**src/rtl/mult_div_unit.sv**
```systemverilog
// ---------------------------------------------------------------------------
// mult_div_unit
//
// Iterative MIPS multiply/divide unit that owns the architectural HI/LO
// registers. A MULT/MULTU/DIV/DIVU launched from IDLE takes one iteration per
// clock for DATA_W clocks, then one FINISH clock that applies the sign fixup
// and writes HI/LO. The result is visible 33 clocks after the start edge.
// MTHI/MTLO writes are taken only while idle, and only when no op is starting.
//
// Optional feature: define FAST_MULT_EN to make MULT/MULTU skip the iterative
// loop. They then go straight to FINISH with a registered combinational
// product, so the result is visible one clock after the start edge.
// DIV/DIVU are iterative in both builds.
//
// Ports
//   clk          clock, rising-edge
//   reset_n      asynchronous active-low reset
//   start        launch op (sampled only while idle)
//   op           00 MULT, 01 MULTU, 10 DIV, 11 DIVU
//   src_a        multiplicand / dividend, also MTHI/MTLO data
//   src_b        multiplier / divisor
//   mthi_we      MTHI: HI <= src_a
//   mtlo_we      MTLO: LO <= src_a
//   busy         op in flight
//   done         one-cycle pulse, HI/LO just updated
//   div_by_zero  qualified by done; divisor was zero
//   hi, lo       architectural HI/LO registers
// ---------------------------------------------------------------------------
module mult_div_unit #(
    parameter int DATA_W = 32
) (
    input  logic              clk,
    input  logic              reset_n,
    input  logic              start,
    input  logic [1:0]        op,
    input  logic [DATA_W-1:0] src_a,
    input  logic [DATA_W-1:0] src_b,
    input  logic              mthi_we,
    input  logic              mtlo_we,
    output logic              busy,
    output logic              done,
    output logic              div_by_zero,
    output logic [DATA_W-1:0] hi,
    output logic [DATA_W-1:0] lo
);

    localparam int               CNT_W    = $clog2(DATA_W);
    localparam logic [CNT_W-1:0] LAST_CNT = CNT_W'(DATA_W - 1);

    typedef enum logic [1:0] {
        IDLE   = 2'd0,
        RUN    = 2'd1,
        FINISH = 2'd2
    } state_t;

    state_t state, next_state;

    logic [CNT_W-1:0]    count;
    // Multiply: {partial product high half, remaining multiplier bits}.
    // Divide:   {partial remainder, dividend bits / quotient bits}.
    logic [2*DATA_W-1:0] acc;
    // Holds the multiplicand magnitude (MUL) or the divisor magnitude (DIV).
    logic [DATA_W-1:0]   opnd;
    logic                is_div;
    logic                res_neg;
    logic                rem_neg;
    logic                b_zero;

    logic                a_neg, b_neg;
    logic [DATA_W-1:0]   mag_a, mag_b;
    logic                fast_mult;

    logic [DATA_W:0]     mul_sum;
    logic [DATA_W:0]     div_shift;
    logic [DATA_W-1:0]   div_sub;
    logic                div_ok;
    logic [2*DATA_W-1:0] acc_step;

    logic [2*DATA_W-1:0] prod_fix;
    logic [DATA_W-1:0]   quot_fix;
    logic [DATA_W-1:0]   rem_fix;
    logic [DATA_W-1:0]   fin_hi, fin_lo;

    // Operand magnitudes. Signed ops work on |a| and |b|, and the signs are
    // put back at FINISH. 0x80000000 keeps its bit pattern, which is the
    // correct unsigned magnitude.
    always_comb begin
        a_neg = ~op[0] & src_a[DATA_W-1];
        b_neg = ~op[0] & src_b[DATA_W-1];
        mag_a = a_neg ? (-src_a) : src_a;
        mag_b = b_neg ? (-src_b) : src_b;
    end

`ifdef FAST_MULT_EN
    assign fast_mult = ~op[1];
`else
    assign fast_mult = 1'b0;
`endif

    always_ff @(posedge clk or negedge reset_n) begin
        if (!reset_n)
            state <= IDLE;
        else
            state <= next_state;
    end

    always_comb begin
        next_state = state;
        case (state)
            IDLE:    if (start) next_state = fast_mult ? FINISH : RUN;
            RUN:     if (count == LAST_CNT) next_state = FINISH;
            FINISH:  next_state = IDLE;
            default: next_state = IDLE;
        endcase
    end

    assign busy = (state != IDLE);

    // One iteration step.
    // MUL: conditionally add the multiplicand into the high half, then shift
    //      the whole accumulator right. The carry lands in the top bit.
    // DIV: restoring division. Shift the next dividend bit into the remainder
    //      and keep the subtraction only when it does not go negative. With a
    //      zero divisor every subtraction succeeds, so the quotient becomes
    //      all ones and the remainder becomes exactly |dividend|.
    always_comb begin
        mul_sum   = {1'b0, acc[2*DATA_W-1:DATA_W]} + (acc[0] ? {1'b0, opnd} : '0);
        div_shift = {acc[2*DATA_W-1:DATA_W], acc[DATA_W-1]};
        div_ok    = (div_shift >= {1'b0, opnd});
        div_sub   = div_shift[DATA_W-1:0] - opnd;
        if (is_div)
            acc_step = {(div_ok ? div_sub : div_shift[DATA_W-1:0]), acc[DATA_W-2:0], div_ok};
        else
            acc_step = {mul_sum, acc[DATA_W-1:1]};
    end

    // Sign fixup applied at FINISH. The remainder takes the dividend's sign.
    // For a zero divisor this turns |dividend| back into src_a. LO is forced
    // to all ones in that case.
    always_comb begin
        prod_fix = res_neg ? (-acc) : acc;
        quot_fix = res_neg ? (-acc[DATA_W-1:0]) : acc[DATA_W-1:0];
        rem_fix  = rem_neg ? (-acc[2*DATA_W-1:DATA_W]) : acc[2*DATA_W-1:DATA_W];
        if (is_div) begin
            fin_hi = rem_fix;
            fin_lo = b_zero ? '1 : quot_fix;
        end else begin
            fin_hi = prod_fix[2*DATA_W-1:DATA_W];
            fin_lo = prod_fix[DATA_W-1:0];
        end
    end

    always_ff @(posedge clk or negedge reset_n) begin
        if (!reset_n) begin
            count       <= '0;
            acc         <= '0;
            opnd        <= '0;
            is_div      <= 1'b0;
            res_neg     <= 1'b0;
            rem_neg     <= 1'b0;
            b_zero      <= 1'b0;
            hi          <= '0;
            lo          <= '0;
            done        <= 1'b0;
            div_by_zero <= 1'b0;
        end else begin
            done        <= 1'b0;
            div_by_zero <= 1'b0;
            case (state)
                IDLE: begin
                    if (start) begin
                        count   <= '0;
                        is_div  <= op[1];
                        res_neg <= a_neg ^ b_neg;
                        rem_neg <= a_neg;
                        b_zero  <= (src_b == '0);
                        if (op[1]) begin
                            acc  <= {{DATA_W{1'b0}}, mag_a};
                            opnd <= mag_b;
                        end else begin
`ifdef FAST_MULT_EN
                            acc  <= {{DATA_W{1'b0}}, mag_a} * {{DATA_W{1'b0}}, mag_b};
`else
                            acc  <= {{DATA_W{1'b0}}, mag_b};
`endif
                            opnd <= mag_a;
                        end
                    end else begin
                        if (mthi_we) hi <= src_a;
                        if (mtlo_we) lo <= src_a;
                    end
                end
                RUN: begin
                    acc   <= acc_step;
                    count <= count + 1'b1;
                end
                FINISH: begin
                    hi          <= fin_hi;
                    lo          <= fin_lo;
                    done        <= 1'b1;
                    div_by_zero <= is_div & b_zero;
                end
                default: ;
            endcase
        end
    end

endmodule
```
**config.mk**
```make
export PLATFORM = sky130hd
export DESIGN_NAME = mult_div_unit
export DESIGN_NICKNAME = d
export VERILOG_FILES = /design/src/rtl/mult_div_unit.sv
export SDC_FILE = /design/constraint.sdc
export NUM_CORES = 1
export LEC_CHECK = 0
export ABC_CLOCK_PERIOD_IN_PS = 3400
export CORE_MARGIN = 10
export CORE_UTILIZATION = 50
export CTS_BUF_LIST = sky130_fd_sc_hd__clkbuf_8
export DETAILED_ROUTE_END_ITERATION = 8
export PLACE_DENSITY = 0.75
export SETUP_SLACK_MARGIN = 0.15
export SLEW_MARGIN = 20
export SYNTH_ARGS = -nofsm -noshare
export SYNTH_HDL_FRONTEND = slang
export SYNTH_SLANG_ARGS = --single-unit
```
**constraint.sdc**
```tcl
create_clock -name clk -period 3.4 [get_ports clk]
set_clock_uncertainty 0.2 [all_clocks]
set_input_delay 0.34 -clock clk [delete_from_list [all_inputs] [get_ports clk]]
set_output_delay 0.34 -clock clk [all_outputs]
set_load 0.01 [all_outputs]
```
**Yosys cells after proc, flatten, opt, wreduce, memory -nomap -nowiden**

Cells that the tools add are included.

- Multiplexer cells: 28
- Magnitude comparators: 1
- Bitwise logic cells: 5
- Equality and inequality tests: 8
- Reduce and logical (&&, ||, !) cells: 10
- Add/subtract/negate cells: 8

Operator list:

| kind | count |
|---|---|
| two-way mux 32 bit | 15 |
| two-way mux 64 bit | 3 |
| negation 32 bit | 4 |
| one-hot mux 32 bit (2 select lines) | 2 |
| one-hot mux 64 bit (2 select lines) | 1 |
| negation 64 bit | 1 |
| adder 32 x 32 -> 33 bit | 1 |
| greater-or-equal comparator 33 x 32 -> 1 bit | 1 |
| zero test 32 bit | 1 |
| subtractor 32 bit | 1 |
| != test 2 bit, second input constant | 5 |
| one-hot mux 5 bit (2 select lines) | 1 |
| AND reduction 2 bit | 3 |
| AND reduction 3 bit | 2 |
| nonzero test 2 bit | 3 |
| adder 5 x 1 -> 5 bit, second input constant | 1 |
| == test 5 bit, second input constant | 1 |
| two-way mux 5 bit | 1 |
| two-way mux 2 bit | 2 |
| one-hot mux 2 bit (2 select lines) | 1 |
| AND 1 bit | 3 |
| == test 2 x 1 -> 1 bit, second input constant | 1 |
| == test 2 bit, second input constant | 1 |
| zero test 2 bit | 1 |
| 3 further kinds | 4 |

- Register bits: 173
- Input bits: 71
- Logic and storage cells: 72

**Logic depth before layout (Yosys ltp)**

- Depth after elaboration: 6
- Gate-level depth with buffers: 14
- Gate-level depth less buffers: 13

**Worst setup path before layout**

Ideal clock, no wire load.

- Path type: register -> register
- Start: register acc[0]
- End: register acc[62]
- Stages on the path, launching flop included: 15
- Period minus slack after synthesis: 3.378 ns
- Path buffers: 2
- Setup time: 0.110 ns
- Arrival: 3.068 ns
- Required time: 3.090 ns
- Setup slack: 0.022 ns
- Cell sequence: dfrtp_1 -> inv_1 -> clkbuf_1 -> nor2_1 -> ha_1 -> clkbuf_1 -> nand4_1 -> nor2_1 -> nor2_1 -> o221a_1 -> nand2_1 -> a21oi_1 -> o41ai_1 -> mux2_2 -> o41ai_1

- Cells in the longest elaborated chain, start to end: 4

Ends and longest elaborated chain:

| item | RTL line | text |
|---|---|---|
| from (decl) | 61 | `logic [2*DATA_W-1:0] acc;` |
| from (signal assigned) | 178 | `acc <= {{DATA_W{1'b0}}, mag_a};` |
| from (signal assigned) | 184 | `acc <= {{DATA_W{1'b0}}, mag_b};` |
| from (signal assigned) | 194 | `acc <= acc_step;` |
| two-way mux 32 bit | 127 | `mul_sum = {1'b0, acc[2*DATA_W-1:DATA_W]} + (acc[0] ? {1'b0, opnd} : '0);` |
| adder 32 x 32 -> 33 bit | 127 |  |
| two-way mux 64 bit | 131 | `if (is_div)` |
| one-hot mux 64 bit (2 select lines) | 169 | `case (state)` |

No other way between the ends.
A chain may end at the register's enable or synchronous reset.

**Worst setup path in the final report**

- Start: register acc[0]
- End: register acc[63]

The elaborated chain is that of the path after synthesis.

==> results.cfg <==
[die]
die_y_um = 193
core_area_mm2 = 0.0295
die_width_um = 193
initial_utilization = 0.505
ioPinCount = 138
row_count = 63
dieArea_mm2 = 0.0371

[drt]
wl_mm = 59.0
via_per_inst = 6.35
drt_first_iter_violations = 2099
via_count = 15900
routedWlPerCell_um = 23.6
ant_nets = 0
remaining_drc_errors = 0
firstDrtPassIters = 6

[pwr]
peakVddDrop_uv = 686
power_density_mw_per_mm2 = 1160
finalPower_uw = 21800
p_leak_uw = 0.00785

[global_routing]
grt.met3_usage = 0.0622
grt_usage = 0.307
grt_max_degree = 87
grt_util_met2 = 0.466
grt_util_met1 = 0.419
grt_pass1_vias = 14770
grt_pass1_wl_mm = 87.8
top_usage_layer = met2
antenna_found_initial = 0
grt.overflow.total = 0

[finish]
layout_common_cells = 199 x buf_4, 168 x dfrtp_1, 151 x nand2_1, 148 x nor2_1, 147 x a21oi_1
antenna_cells = 0
final_common_cell = buf_4
fin_nets = 2243
syn2layout_area_growth_pct = 26.5
final_cells = 2503
fill_cells = 2570
layout-drive-gt1-share = 0.166

[timing]
slew_headroom = 0.290
grt_setup_unrepaired = true
fmax_mhz = 301
min_period_ns = 3.32
worst_pin_slew_ns = 1.06
min_period_over_period = 0.978
setup-tns-final_ns = 0
hold_violations = 0
drv_slew = 0
setup_violations = 0

[place]
io_buffers = 137
dp_hpwl_mm = 45.3
placed_cells = 2443
gp_congestion = 1.03

[clock_network]
cts.htree.levels = 4
cts_tree = built
clock_path_buffers = 2
clk_pin_slew_worst_paths_ns = 0.11
cts_root_buf = clkbuf_8
numCtsBuffers = 17
clock_sinks = 173
insertion_delay_ns = 0.49

[logic_synthesis]
yosys_register_bits = 173
netlist_area_mm2 = 0.0149
synthCells = 1860
synth_fp_nets = 2003
synth.distinct_cells = 80
ys_seq_area_frac = 0.291
synth-edff-count = 0
avgSynthCellArea_um2 = 8.01
synth-main-ff-cell = dfrtp_1
async_reset_ff_frac = 1.00
yosys_warnings = 0

[critical_path]
end_kind = flop
critPathMaxFanout = 5
arrival_ns = 3.54
cp-start-kind = flop
critical_path_required_ns = 3.61
rr_worst_depth = 15
critPathKind = reg -> reg

[flow_run]
max-cap-violations = 0

[worst_hold_path]
min-delay-path-class = in -> async

[outcome]
status = finished clean
-- cell type report --
cell class	instances	area, µm²	share of cell area
clock buffers	18	248	0.0131
clock inverters	14	153	0.00810
inverters	65	249	0.0132
multi-input cells	1495	10300	0.546
flip-flops and latches	173	4340	0.230
well taps	390	488	0.0259
repair buffers	348	3080	0.163
-- critical path, stage by stage (launching register included) --
cell	delay, ns
dfrtp_1	0.43
inv_4	0.13
buf_12	0.14
nor2_1	0.05
ha_1	0.34
o211ai_1	0.16
a21oi_4	0.16
o2111ai_2	0.11
buf_4	0.17
a211oi_2	0.17
buf_4	0.16
o2111ai_4	0.18
a21boi_2	0.23
a31oi_1	0.10
or3_1	0.33
a211oi_2	0.20
-- registers in the layout (all words and copies together), names as in the netlist --
signal and cells:
count 5, opnd 32, acc 64, div_by_zero 1, hi 32, state 2
lo 32, is_div 1, b_zero 1, done 1, rem_neg 1, res_neg 1
-- timing repair --
item | in CTS | in global routing
buffers inserted | 1 | 24
setup endpoints to repair | 15 | 35
cloned | 0 | 2
pin swaps | 2 | 35
hold endpoints to repair | 108 | 0
gates resized for setup | 24 | 75
hold buffers | 1 | 0
-- stage by stage --
| step | util | hold WS, ns | instance area [µm²] | setup slack (ns) |
|---|---|---|---|---|
| floorplan | - | -0.156 | 14900 | 0.186 |
| global placement | 0.602 | 0.0634 | 17700 | -0.0954 |
| detailed placement | 0.602 | 0.0652 | 17700 | -0.139 |
| CTS | 0.620 | 0.113 | 18300 | 0.118 |
| global route | 0.639 | 0.137 | 18800 | -0.0721 |
| finish | 0.639 | 0.115 | 18800 | 0.0751 |
-- final timing paths --
check                                    from                  end  slack [ns]
setup / recovery           acc[0]$_DFFE_PN0P_  acc[63]$_DFFE_PN0P_        0.08
hold / removal                        reset_n   hi[15]$_DFFE_PN0P_        0.12
setup reg to reg           acc[0]$_DFFE_PN0P_  acc[63]$_DFFE_PN0P_        0.08
hold reg to reg            lo[11]$_DFFE_PN0P_   lo[11]$_DFFE_PN0P_        0.29
max in group asynchronous             reset_n  acc[18]$_DFFE_PN0P_        2.00
min in group clk           lo[11]$_DFFE_PN0P_   lo[11]$_DFFE_PN0P_        0.29
-- report_power, final --
group          switching [µW]  internal [µW]  leakage (µW)
clock network             901            625      0.000196
registers                1010           3120       0.00206
logic                    8870           7290       0.00560
total                   10800          11000       0.00785
-- per-layer routing --
metal	wire, µm	vias up
met2	25700	976
met5	0	-
met4	2280	0
li1	-	7260
met3	6700	94
met1	24300	7570
-- Yosys cell counts, types with 4 or more instances --
master,number,area share
a21o_1,25,0.013
nand3_1,23,0.0077
nand2_1,154,0.039
or3_1,12,0.0050
a221o_1,4,0.0027
a31oi_1,25,0.010
o31ai_1,16,0.0081
o22ai_1,6,0.0025
clkbuf_1,108,0.027
buf_2,7,0.0024
nor2_1,152,0.038
xor2_1,82,0.048
inv_1,65,0.016
or4_1,12,0.0060
o221ai_1,8,0.0047
o211ai_1,21,0.011
o2111ai_1,4,0.0024
nor3_1,30,0.010
ha_1,70,0.059
buf_1,11,0.0028
nor4_1,24,0.010
o21ai_0,126,0.042
nor3b_1,6,0.0030
mux2_2,5,0.0038
a221oi_1,22,0.013
o41ai_1,18,0.011
nand4_1,19,0.0080
xnor2_1,91,0.053
o21bai_1,5,0.0025
a21oi_1,157,0.053
o21ai_1,86,0.029
dfrtp_1,173,0.29
a211oi_1,53,0.027
and2_1,7,0.0029
nand2b_1,16,0.0067
and3_1,10,0.0042
or2_2,7,0.0029
a22oi_1,19,0.0096
mux2i_1,84,0.056
o21a_1,9,0.0045
nor2b_1,32,0.013
-- logic make-up after synthesis --
kind of cell,after synthesis,share of synthesized area
AO/OA/AOI/OAI,640,0.268
XOR/XNOR,173,0.102
adder cells (fa/ha/maj),72,0.0615
buffers and inverters,192,0.0490
flip-flops,173,0.291
multiplexers,89,0.0602
AND/OR/NAND/NOR,521,0.169
(Power assumes the default switching activity.)
==> patch: new RTL, same flow settings <==
Change the parameter `DATA_W` from 32 to 16.
--- a/src/rtl/mult_div_unit.sv
+++ b/src/rtl/mult_div_unit.sv
@@ -29,3 +29,3 @@
 module mult_div_unit #(
-    parameter int DATA_W = 32
+    parameter int DATA_W = 16
 ) (
Interface: changed (resized hi, lo, src_a and src_b); port bits go from 138 to 74. The function was not compared with the original's and may differ.
==> patch against the unedited design <==
Total power is 57% lower; final area is 53% lower; core utilization is 4.9 points lower; wire length down 58%; sequential cell count decreased by 81; critical path type unchanged; sequential share of layout area rose by 2.8 points; area after synthesis fell by 48%; worst setup slack gained 0.24 ns.
==> patch: results (changes against the unedited design) <==
stage,metric,value,unit,change
placed_design,worst slack at placement,0.267,ns,+0.406 ns
global_routing,GRT Total Usage,0.237,,-0.0701
route,initial DRC count,929,,-56%
clocking,clock-pin slew on the worst setup and hold paths,0.10,ns,
min_path,HP Start,lo[8]$_DFFE_PN0P_,,
finish,register area,2300,µm²,-47%
status,status,completed,,
clocking,Inserted Clock Buffers,9,,-8
route,drt total wl,24500,µm,-58%
logic_synthesis,commonest register cell after synthesis,dfrtp_1,,
pwr,Pleak,0.00369,µW,-53%
global_routing,global-route wire length before repair,38600,µm,-56%
logic_synthesis,Post-synth ARST share,1.00,,unchanged
logic_synthesis,Synth Area in Adders,0.0654,,+0.00388
clocking,H-tree Lvls,3,,-1
route,WL/cell,20.2,µm,-14%
placed_design,IO Port Bufs,73,,-47%
pwr,Sw Share,0.498,,+0.00356
finish,diode count,0,,unchanged
critical_path,CP top delay family,compound AO/OA/AOI/OAI gates,,
pwr,Seq power,2240,µW,-46%
placed_design,DP Wirelength,19000,µm,-58%
min_path,Hold Crit Class,reg -> reg,,
critical_path,largest stage delay on the critical path,0.47,ns,+0.04 ns
logic_synthesis,commonest cells in the netlist,"nor2_1, dfrtp_1, o21ai_0, nand2_1, a21oi_1",,
logic_synthesis,Cells after Synth,959,,-48%
critical_path,FF-to-FF Start,acc[0]$_DFFE_PN0P_,,
global_routing,initial antenna violation count,0,,unchanged
finish,share of post-route cells with drive strength above 1,0.0819,,-0.0842
logic_synthesis,Compound-Gate Fraction of Synth Area,0.258,,-0.00989
global_routing,number of global-route vias before repair,6969,,-53%
clocking,clock buffer depth,2,,unchanged
logic_synthesis,sequential element share of the synthesized area,0.299,,+0.00855
pwr,PD cells,1060,nW/µm²,-8.5%
logic_synthesis,Unique masters post-synth,65,,-19%
finish,final-stage net count,1099,,-51%
logic_synthesis,post-synthesis mux area share,0.0512,,-0.00901
placed_design,total placed cells including tap cells,1197,,-51%
placed_design,gpl congestion,0.987,,-4.5%
sta,min Tclk post-route,3.09,ns,-0.237 ns
finish,max reg flops,32,,-50%
global_routing,largest net degree at the start of global routing,58,,-33%
critical_path,Worst Path Max Fanout,7,,+2
pwr,worst vdd ir,0.438,mV,-36%
critical_path,Arrival @ worst endpoint,3.15,ns,-0.39 ns
pwr,P_comb,6430,µW,-60%
finish,number of fill cells,1376,,-46%
sta,Least-Margin Pin Slew,0.824,ns,-0.240 ns
route,DR vias,7525,,-53%
logic_synthesis,XOR/XNOR Fraction of Synth Area,0.0865,,-0.0152
sta,hold slack final,0.290,ns,+0.175 ns
placed_design,placed inst area,8700,µm²,-51%
logic_synthesis,largest cells by area after synthesis,"dfrtp_1, ha_1, o21ai_0",,
clocking,worst skew pair latency,0.40,ns,-0.09 ns
logic_synthesis,post-synth net total,1037,,-48%
[patch: path summary, 6_finish.rpt]
| check | endpoint | cells past startpoint |
|---|---|---|
| min reg2reg | lo[8]$_DFFE_PN0P_ | 2 |
| max | acc[31]$_DFFE_PN0P_ | 10 |
| min | lo[8]$_DFFE_PN0P_ | 2 |
| min in group asynchronous | acc[9]$_DFFE_PN0P_ | 2 |
| max in group asynchronous | acc[27]$_DFFE_PN0P_ | 3 |
| max reg2reg | acc[31]$_DFFE_PN0P_ | 10 |
[patch: cells by family (layout without fill, tap and decap cells)]
group,Yosys count,in the layout
mux,39,39
compound gates,311,311
flops,92,92
fa+ha+maj,39,39
simple gates,301,301
buf+inv,101,168
xor+xnor,76,76
[patch: layer usage]
| metal | share of wire | routed length, µm | up-vias | track usage |
|---|---|---|---|---|
| met4 | 0.019 | 476 | 0 | 0.0763 |
| met5 | 0 | 0 | - | 0 |
| li1 | - | - | 3591 | - |
| met2 | 0.45 | 10900 | 374 | 0.361 |
| met3 | 0.10 | 2520 | 31 | 0.0558 |
| met1 | 0.43 | 10600 | 3529 | 0.325 |
[patch: area by class of cell]
class                   instances  area share
flip-flops and latches         92       0.258
repair buffers                108       0.111
inverters                      44      0.0185
clock inverters                 7     0.00937
well taps                     188      0.0263
multi-input cells             766       0.563
clock buffers                   9      0.0139
[patch: what timing repair did]
item / 4_1_cts / 5_1_grt
endpoints found under the hold margin: 55 / 0
endpoints found under the setup margin: 0 / 3
hold buffers: 1 / 0
gates resized for setup: 0 / 7
setup buffers: 0 / 0
[patch: worst reg2reg max path: cells and delay by family (launching register included)]
kind | cells | cell delay [ns]
buffers and inverters | 1 | 0.16
adder cells (fa/ha/maj) | 1 | 0.35
AO/OA/AOI/OAI | 6 | 1.40
AND/OR/NAND/NOR | 2 | 0.40
flip-flops | 1 | 0.47
